File: config.mk
export PLATFORM = sky130hd
export DESIGN_NAME = count_event_monitor
export DESIGN_NICKNAME = d
export VERILOG_FILES = /design/src/rtl/cnt_pkg.sv /design/src/rtl/evt_fifo.sv /design/src/rtl/count_event_monitor.sv
export SDC_FILE = /design/constraint.sdc
export NUM_CORES = 1
export LEC_CHECK = 0
export CORE_ASPECT_RATIO = 0.6
export CORE_MARGIN = 8
export CORE_UTILIZATION = 51
export DETAILED_ROUTE_END_ITERATION = 10
export GPL_TIMING_DRIVEN = 0
export PLACE_DENSITY = 0.76
export SETUP_SLACK_MARGIN = 0.2
export SYNTH_ARGS = -nofsm -noshare
export SYNTH_HDL_FRONTEND = slang
export SYNTH_SLANG_ARGS = --single-unit
File: constraint.sdc
create_clock -name clk -period 2.24 [get_ports clk]
set_input_delay 0.224 -clock clk [delete_from_list [all_inputs] [get_ports clk]]
set_output_delay 0.224 -clock clk [all_outputs]
set_load 0.1 [all_outputs]
File: src/rtl/cnt_pkg.sv
// Shared definitions for the counter event monitor: event codes and the
// default counter width.
package cnt_pkg;

  localparam int CNT_WIDTH = 8;

  localparam logic [1:0] EVT_NONE    = 2'b00;
  localparam logic [1:0] EVT_WRAP_UP = 2'b01;
  localparam logic [1:0] EVT_WRAP_DN = 2'b10;
  localparam logic [1:0] EVT_MATCH   = 2'b11;

endpackage

File: src/rtl/evt_fifo.sv
// Synchronous event FIFO with a separate occupancy counter. A push while full
// is only accepted when a pop frees a slot in the same cycle.
module evt_fifo #(
  parameter int DW    = 10,
  parameter int DEPTH = 4
) (
  input  logic          clk,
  input  logic          rst_n,
  input  logic          push,
  input  logic          pop,
  input  logic [DW-1:0] din,
  output logic [DW-1:0] dout,
  output logic          full,
  output logic          empty
);

  localparam int PW = (DEPTH > 1) ? $clog2(DEPTH) : 1;
  localparam int CW = PW + 1;

  logic [DW-1:0] mem_q [DEPTH];
  logic [PW-1:0] wr_ptr_q, wr_ptr_d;
  logic [PW-1:0] rd_ptr_q, rd_ptr_d;
  logic [CW-1:0] cnt_q, cnt_d;
  logic          do_push, do_pop;

  assign full    = (cnt_q == CW'(DEPTH));
  assign empty   = (cnt_q == '0);
  assign do_pop  = pop && !empty;
  assign do_push = push && (!full || do_pop);
  assign dout    = mem_q[rd_ptr_q];

  // Power-of-two depth lets the pointers wrap by plain overflow.
  always_comb begin
    wr_ptr_d = wr_ptr_q;
    rd_ptr_d = rd_ptr_q;
    cnt_d    = cnt_q;
    if (do_push) wr_ptr_d = wr_ptr_q + PW'(1);
    if (do_pop)  rd_ptr_d = rd_ptr_q + PW'(1);
    if (do_push && !do_pop)      cnt_d = cnt_q + CW'(1);
    else if (do_pop && !do_push) cnt_d = cnt_q - CW'(1);
  end

  always_ff @(posedge clk or negedge rst_n) begin
    if (!rst_n) begin
      wr_ptr_q <= '0;
      rd_ptr_q <= '0;
      cnt_q    <= '0;
      for (int i = 0; i < DEPTH; i++) mem_q[i] <= '0;
    end else begin
      wr_ptr_q <= wr_ptr_d;
      rd_ptr_q <= rd_ptr_d;
      cnt_q    <= cnt_d;
      if (do_push) mem_q[wr_ptr_q] <= din;
    end
  end

endmodule

File: src/rtl/count_event_monitor.sv
// Watches the up/down counter output for wrap-arounds and compare matches and
// queues each event with a count snapshot for the control/status logic.
module count_event_monitor
  import cnt_pkg::*;
#(
  parameter int WIDTH = CNT_WIDTH,
  parameter int DEPTH = 4
) (
  input  logic             clk,
  input  logic             reset,
  input  logic             enable,
  input  logic [WIDTH-1:0] count_in,
  input  logic             up_down,
  input  logic [WIDTH-1:0] cmp_value,
  input  logic             evt_ready,
  input  logic             clear_ovf,
  output logic             evt_valid,
  output logic [1:0]       evt_code,
  output logic [WIDTH-1:0] evt_count,
  output logic             overflow
);

  // Handshake: the head event transfers on a posedge where evt_valid &&
  // evt_ready; evt_code/evt_count hold steady until that transfer.

  localparam logic [WIDTH-1:0] ALL_ONES = '1;

  logic [WIDTH-1:0] prev_q, prev_d;
  logic             prev_valid_q, prev_valid_d;
  logic             ovf_q, ovf_d;
  logic [1:0]       code_d;
  logic             fifo_full, fifo_empty;
  logic             push, pop, drop;
  logic [WIDTH+1:0] fifo_dout;

  // Wrap outranks match, so a coincident match is silently discarded.
  always_comb begin
    code_d = EVT_NONE;
    if (enable && prev_valid_q) begin
      if (up_down && (prev_q == ALL_ONES) && (count_in == '0))
        code_d = EVT_WRAP_UP;
      else if (!up_down && (prev_q == '0) && (count_in == ALL_ONES))
        code_d = EVT_WRAP_DN;
      else if ((count_in == cmp_value) && (count_in != prev_q))
        code_d = EVT_MATCH;
    end
  end

  assign pop  = evt_valid && evt_ready;
  assign push = (code_d != EVT_NONE);
  assign drop = push && fifo_full && !pop;

  always_comb begin
    prev_d       = prev_q;
    prev_valid_d = enable;
    if (enable) prev_d = count_in;
    ovf_d = ovf_q;
    if (drop)           ovf_d = 1'b1;
    else if (clear_ovf) ovf_d = 1'b0;
  end

  always_ff @(posedge clk or negedge reset) begin
    if (!reset) begin
      prev_q       <= '0;
      prev_valid_q <= 1'b0;
      ovf_q        <= 1'b0;
    end else begin
      prev_q       <= prev_d;
      prev_valid_q <= prev_valid_d;
      ovf_q        <= ovf_d;
    end
  end

  evt_fifo #(
    .DW    (WIDTH + 2),
    .DEPTH (DEPTH)
  ) u_fifo (
    .clk   (clk),
    .rst_n (reset),
    .push  (push),
    .pop   (pop),
    .din   ({code_d, count_in}),
    .dout  (fifo_dout),
    .full  (fifo_full),
    .empty (fifo_empty)
  );

  assign evt_valid = !fifo_empty;
  assign evt_code  = fifo_dout[WIDTH+1:WIDTH];
  assign evt_count = fifo_dout[WIDTH-1:0];
  assign overflow  = ovf_q;

endmodule

======== Word-level counts from Yosys, hierarchy flattened ========
Cells that the tools add are included.
operators by class
  magnitude comparators ................... 3
  equal/unequal tests ..................... 5
  bitwise operators ....................... 2
  reduce and logical (&&, ||, !) cells .... 27
  $add $sub $neg .......................... 4
  muxes and demuxes ....................... 14
operators by type and width
  kind                                                                   number
  40-bit bitwise mux                                                     1
  10-bit two-way mux                                                     3
  10-bit binary-select mux with 2-bit select                             1
  10-bit demux with 2-bit select                                         1
  8-bit equality test (second input constant)                            2
  8-bit zero test                                                        2
  1-bit logical AND                                                      14
  8-bit equality test                                                    1
  2-bit two-way mux                                                      4
  8-bit inequality test                                                  1
  3-bit >= comparator (second input constant)                            2
  1-bit zero test                                                        6
  3-bit two-way mux                                                      2
  2-bit NOT with 3-bit output                                            2
  2-bit nonzero test                                                     3
  2-bit by 1-bit adder with 2-bit output (second input constant)         2
  3-bit by 1-bit adder with 3-bit output (second input constant)         1
  3-bit equality test (second input constant)                            1
  3-bit zero test                                                        1
  3-bit by 1-bit < comparator with 1-bit output (second input constant)  1
  3-bit by 1-bit subtractor with 3-bit output (second input constant)    1
  1-bit two-way mux                                                      2
  1-bit logical OR                                                       1
word-level totals
  word-level logic and storage cells ...... 65
  register bits after elaboration ......... 57
  output and inout bits ................... 12

======== Depth between registers and ports, before layout ========
Gate-level depths: netlist of run 1.
  word-level depth ........................ 12
  depth in mapped cells ................... 13
  depth with buffers taken out ............ 12

======== Modules after synthesis ========
A second synthesis of run 1 with hierarchy kept.
unflattened totals
  cells, all modules ...................... 200
  area, all modules ....................... 2825.2 um^2
modules (own cells, without submodules)
  module               area each (um^2)  times used  cells an instance  sequential area each (um^2)
  evt_fifo             2129.5            1           131                1176.1
  count_event_monitor  695.7             1           69                 250.2

======== Worst setup path after synthesis of run 1 ========
OpenSTA, ideal clock, no wires.
  path kind ............................... register to register
  from .................................... reg u_fifo.cnt_q[1]
  to ...................................... reg u_fifo.cnt_q[2]
  setup time .............................. 0.079 ns
  buffers on the path ..................... 0
  arrival ................................. 2.363 ns
  slack ................................... -0.202 ns
  stages on the path, launching flop included .. 9
  cell sequence ........................... dfrtp_1 or3_2 nand2_1 ha_1 inv_1 fa_1 xor2_1 nor2_1 xor2_1
between the ends
  cells in the longest elaborated chain, start to end .. 9
ends and longest elaborated chain
  element                       RTL line                   source
  start: declaration            evt_fifo.sv:23             logic [CW-1:0] cnt_q, cnt_d;
  start signal: assignment      evt_fifo.sv:52             cnt_q <= cnt_d;
  3-bit zero test (*)           evt_fifo.sv:27             assign empty = (cnt_q == '0);
  1-bit zero test (*)           count_event_monitor.sv:88  assign evt_valid = !fifo_empty;
  net evt_valid                 count_event_monitor.sv:17  output logic evt_valid,
  1-bit logical AND             count_event_monitor.sv:49  assign pop = evt_valid && evt_ready;
  1-bit logical AND (*)         evt_fifo.sv:28             assign do_pop = pop && !empty;
  1-bit logical OR              evt_fifo.sv:29             assign do_push = push && (!full || do_pop);
  1-bit logical AND             evt_fifo.sv:29
  1-bit zero test               evt_fifo.sv:40             else if (do_pop && !do_push) cnt_d = cnt_q - CW'(1);
  1-bit logical AND             evt_fifo.sv:40
  2-bit nonzero test (no line)  -
Mark *: on every way through the listed nets, which the timed path passes. The rest lies on a longest branch. The select of a mux whose other input is x is not followed.
A chain may end at the register's enable or synchronous reset.

======== Final worst setup path of run 1 ========
  from .................................... reg prev_q[3]
  to ...................................... reg u_fifo.cnt_q[2]
between the ends
  cells in the longest elaborated chain, start to end .. 11
ends and longest elaborated chain
  element                                                          RTL line                                              source
  start: declaration                                               count_event_monitor.sv:28                             logic [WIDTH-1:0] prev_q, prev_d;
  start signal: assignment                                         count_event_monitor.sv:68                             prev_q <= prev_d;
  8-bit inequality test / 8-bit zero test (equally long branches)  count_event_monitor.sv:44, count_event_monitor.sv:42
  1-bit logical AND (on tied branches)                             count_event_monitor.sv:44, count_event_monitor.sv:42
  2-bit two-way mux / 1-bit logical AND (equally long branches)    count_event_monitor.sv:44, count_event_monitor.sv:42
  2-bit two-way mux                                                count_event_monitor.sv:42                             else if (!up_down && (prev_q == '0) && (count_in == ALL_ONES))
  2-bit two-way mux (*)                                            count_event_monitor.sv:40                             if (up_down && (prev_q == ALL_ONES) && (count_in == '0))
  2-bit two-way mux (*)                                            count_event_monitor.sv:39                             if (enable && prev_valid_q) begin
  2-bit nonzero test (*)                                           count_event_monitor.sv:50                             assign push = (code_d != EVT_NONE);
  1-bit logical AND (*)                                            evt_fifo.sv:29
  net u_fifo.do_push                                               evt_fifo.sv:24                                        logic do_push, do_pop;
  1-bit zero test                                                  evt_fifo.sv:40
  1-bit logical AND                                                evt_fifo.sv:40
  2-bit nonzero test (no line)                                     -
Mark *: on every way through the listed nets, which the timed path passes. The rest lies on a longest branch.

==> run_results.csv, run 1 <==
group,metric,value,unit
placed_design,place_inst,321,
timing,period_minus_slack,2.39,ns
final_layout,antennaDiodeCount,0,
drt,drt_pass1_iterations,4,
critical_path,timing_worst_setup_path_type,"reg -> reg",
synth,synthCells,211,
final_layout,layout_common_cells,"dfrtp_1 (55), mux2_4 (37), buf_4 (29)",
synth,ys_types,36,
power_and_ir_drop,leakagePower,1.84,nW
drt,via_per_inst,5.14,
drt,initialDrtViolationCount,130,
synth,syn_area,3160,um2
global_route,grt_overflow,0,
final_layout,final_cell_area,4130,um2
critical_path,crit_path_cell_trace,"nand4b_1, nor2_2, nand4_1, and2_4, a21bo_4, inv_2, ha_4, inv_2, fa_2, xor2_1, nor2_1, xor2_1",
timing,finalCritPeriodShare,1.07,
final_layout,layout_commonest_cell,"dfrtp_1",
drt,num_vias,1881,
timing,hold_viol,0,
timing,drv_slew,0,
status,violations,"setup timing",
critical_path,cp.arrival,2.65,ns
placed_design,place.detailed.hpwl,4.27,mm
power_and_ir_drop,vdd_drop_max,0.456,mV
die,num_rows,22,
timing,finalSetupTns,-0.258,ns
drt,wire_per_inst,18.5,um
clocking,cts.sinks,57,
timing,fin_ws,-0.151,ns
drt,ant_nets,0,
die,io_pins,34,
clocking,clk_pin_slew,0.07,ns
global_route,track_usage,0.161,
timing,fin_skew,0.00612,ns
critical_path,cpMaxStageDelayCell,"dfrtp_1",
final_layout,drive_above_1_share,0.550,
power_and_ir_drop,p_per_area,694,nW/um2
final_layout,syn_to_final_growth,30.6,%
synth,ys_warn_count,0,
die,fp.dieArea,9050,um2
final_layout,final_cell_count_no_fill,366,
placed_design,portBuffers,25,
critical_path,end_kind,"flop",
critical_path,cp.required,2.50,ns
die,die_y,77.0,um
clocking,cts-root-buf,"clkbuf_8",
status,outcome,"finished with violations",
drt,routed_wirelength,6.76,mm
critical_path,startpoint_type,"flop",
timing,fmax,418,MHz
placed_design,place_congestion,0.741,
clocking,clock_path_buffers,2,
synth,ys_seq_area_frac,0.451,
timing,maxSlewHeadroom,0.366,
synth,synth.avg_cell_area,15.0,um2
die,core,6060,um2
final_layout,fillerInstances,416,
global_route,grt_pass1_vias,2073,
die,die_w,118,um
clocking,cts_tree,"built",
final_layout,fin_nets,306,
clocking,cts_made_buffers,9,
timing,setup_viol,2,
synth,synth_nets,239,
global_route,antenna_found_initial,0,
hold_path,hold_path_class,"in -> reg",
critical_path,cp_max_fo,3,
global_route,grt_pass1_wl,11.4,mm
synth,synth_seq_cells,57,
die,initial_core_util,0.522,
timing,rsz0062_at_grt,"true",
timing,worst_slew_pin_slew,0.955,ns
clocking,htreeDepth,3,
synth,synth-main-ff-cell,"dfrtp_1",
global_route,grt_max_degree,32,
critical_path,max_stage_delay,0.39,ns
synth,synthArstFlopShare,1.00,
job,maxCapViolCount,0,
drt,drc,0,
clocking,clock_latency,0.34,ns
placed_design,placed_area,3560,um2
synth,synth_edf_count,0,
## per-layer routing
layer | GRT usage | wire length (um) | part of all wire
met1 | 0.216 | 3390 | 0.50
met2 | 0.242 | 3000 | 0.44
met5 | 0 | 0 | 0
met4 | 0.0534 | 94 | 0.014
met3 | 0.0490 | 278 | 0.041
## repair_timing
action                     in CTS  in global routing
gates cloned                    4                  0
setup endpoints to repair      46                 50
gates resized for setup        80                 13
hold endpoints to repair       30                  0
pin swaps                      18                  8
hold buffers                    1                  0
setup buffers                  16                  9
## worst max-delay path, delay by kind of cell (launching register included)
family,cells,cell delay (ns)
xor gates and xnor gates,2,0.31
adders and majority gates,2,0.47
DFF,1,0.39
buffers and inverters,2,0.10
AOI/OAI and AO/OA,1,0.22
and+or+nand+nor,5,0.84
## synth_stat cells (all sizes together) (2+ instances only)
master,number,area share
a21boi,4,0.024
and2,6,0.016
buf,9,0.030
clkbuf,6,0.023
dfrtp,57,0.45
ha,5,0.020
inv,10,0.012
mux2,46,0.21
mux4,10,0.071
nand2,2,0.0024
nand3,2,0.0032
nand4,8,0.016
nor2,4,0.0048
nor4b,2,0.0055
o21ai,2,0.0067
o2bb2ai,4,0.011
xnor2,20,0.055
xor2,2,0.0055
## cell families after synthesis
kind of cell	after synthesis	synth area share
xor+xnor	22	0.0610
compound gates	13	0.0491
flops	57	0.451
buf+inv	25	0.0650
fa+ha+maj	6	0.0261
simple gates	32	0.0693
mux	56	0.278
## report_power, final
part / switching, mW / internal (mW)
Clock: 0.413 / 0.535
Sequential: 0.0664 / 1.11
Combinational: 0.367 / 0.374
## flip-flops by register name (all words and copies together) (netlist names)
signal / cells
u_fifo.mem_q: 40
prev_q: 8
u_fifo.cnt_q: 3
u_fifo.rd_ptr_q: 2
u_fifo.wr_ptr_q: 2
overflow: 1
prev_valid_q: 1
## cell type report
cell class,count,area [um2],area share
inverter,10,37.5,0.00910
clock inverter,5,56.3,0.0136
buffer,15,204,0.0494
tap,84,105,0.0255
multi-input combinational,129,1600,0.388
timing repair buffer,56,554,0.134
clock buffer,10,138,0.0334
sequential,57,1430,0.346
## through the flow
step	hold slack, ns	worst slack, ns	util	power [mW]
final	0.185	-0.151	0.681	2.86
after global routing	0.170	-0.230	0.681	3.02
after CTS	0.169	-0.0962	0.667	2.85
after detailed placement	0.315	-0.441	0.589	1.85
after global placement	0.479	-0.795	0.586	1.83
after floorplan	-0.0716	-0.0546	-	1.67
## worst paths after layout
path | startpoint | slack [ns] | end | cells after the start
max | prev_q[3] | -0.15 | u_fifo.cnt_q[2] | 12
min | count_in[3] | 0.18 | u_fifo.mem_q[23] | 2
max reg2reg | prev_q[3] | -0.15 | u_fifo.cnt_q[2] | 12
min reg2reg | u_fifo.cnt_q[2] | 0.49 | u_fifo.cnt_q[2] | 1
max in group asynchronous | reset | 1.15 | u_fifo.wr_ptr_q[0] | 3
min in group asynchronous | reset | 0.47 | u_fifo.mem_q[37] | 2
Note: power is estimated with default switching activity, not from simulation.
==> run 2, diff against run 1 <==
--- a/config.mk
+++ b/config.mk
@@ -5,9 +5,11 @@
 export SDC_FILE = /design/constraint.sdc
 export NUM_CORES = 1
 export LEC_CHECK = 0
+export ABC_CLOCK_PERIOD_IN_PS = 2240
 export CORE_ASPECT_RATIO = 0.6
 export CORE_MARGIN = 8
 export CORE_UTILIZATION = 51
+export CTS_CLUSTER_SIZE = 40
 export DETAILED_ROUTE_END_ITERATION = 10
 export GPL_TIMING_DRIVEN = 0
 export PLACE_DENSITY = 0.76
==> results of run 2 <==
Same layout as run 1: the final DEF is identical, and so are final timing and power.
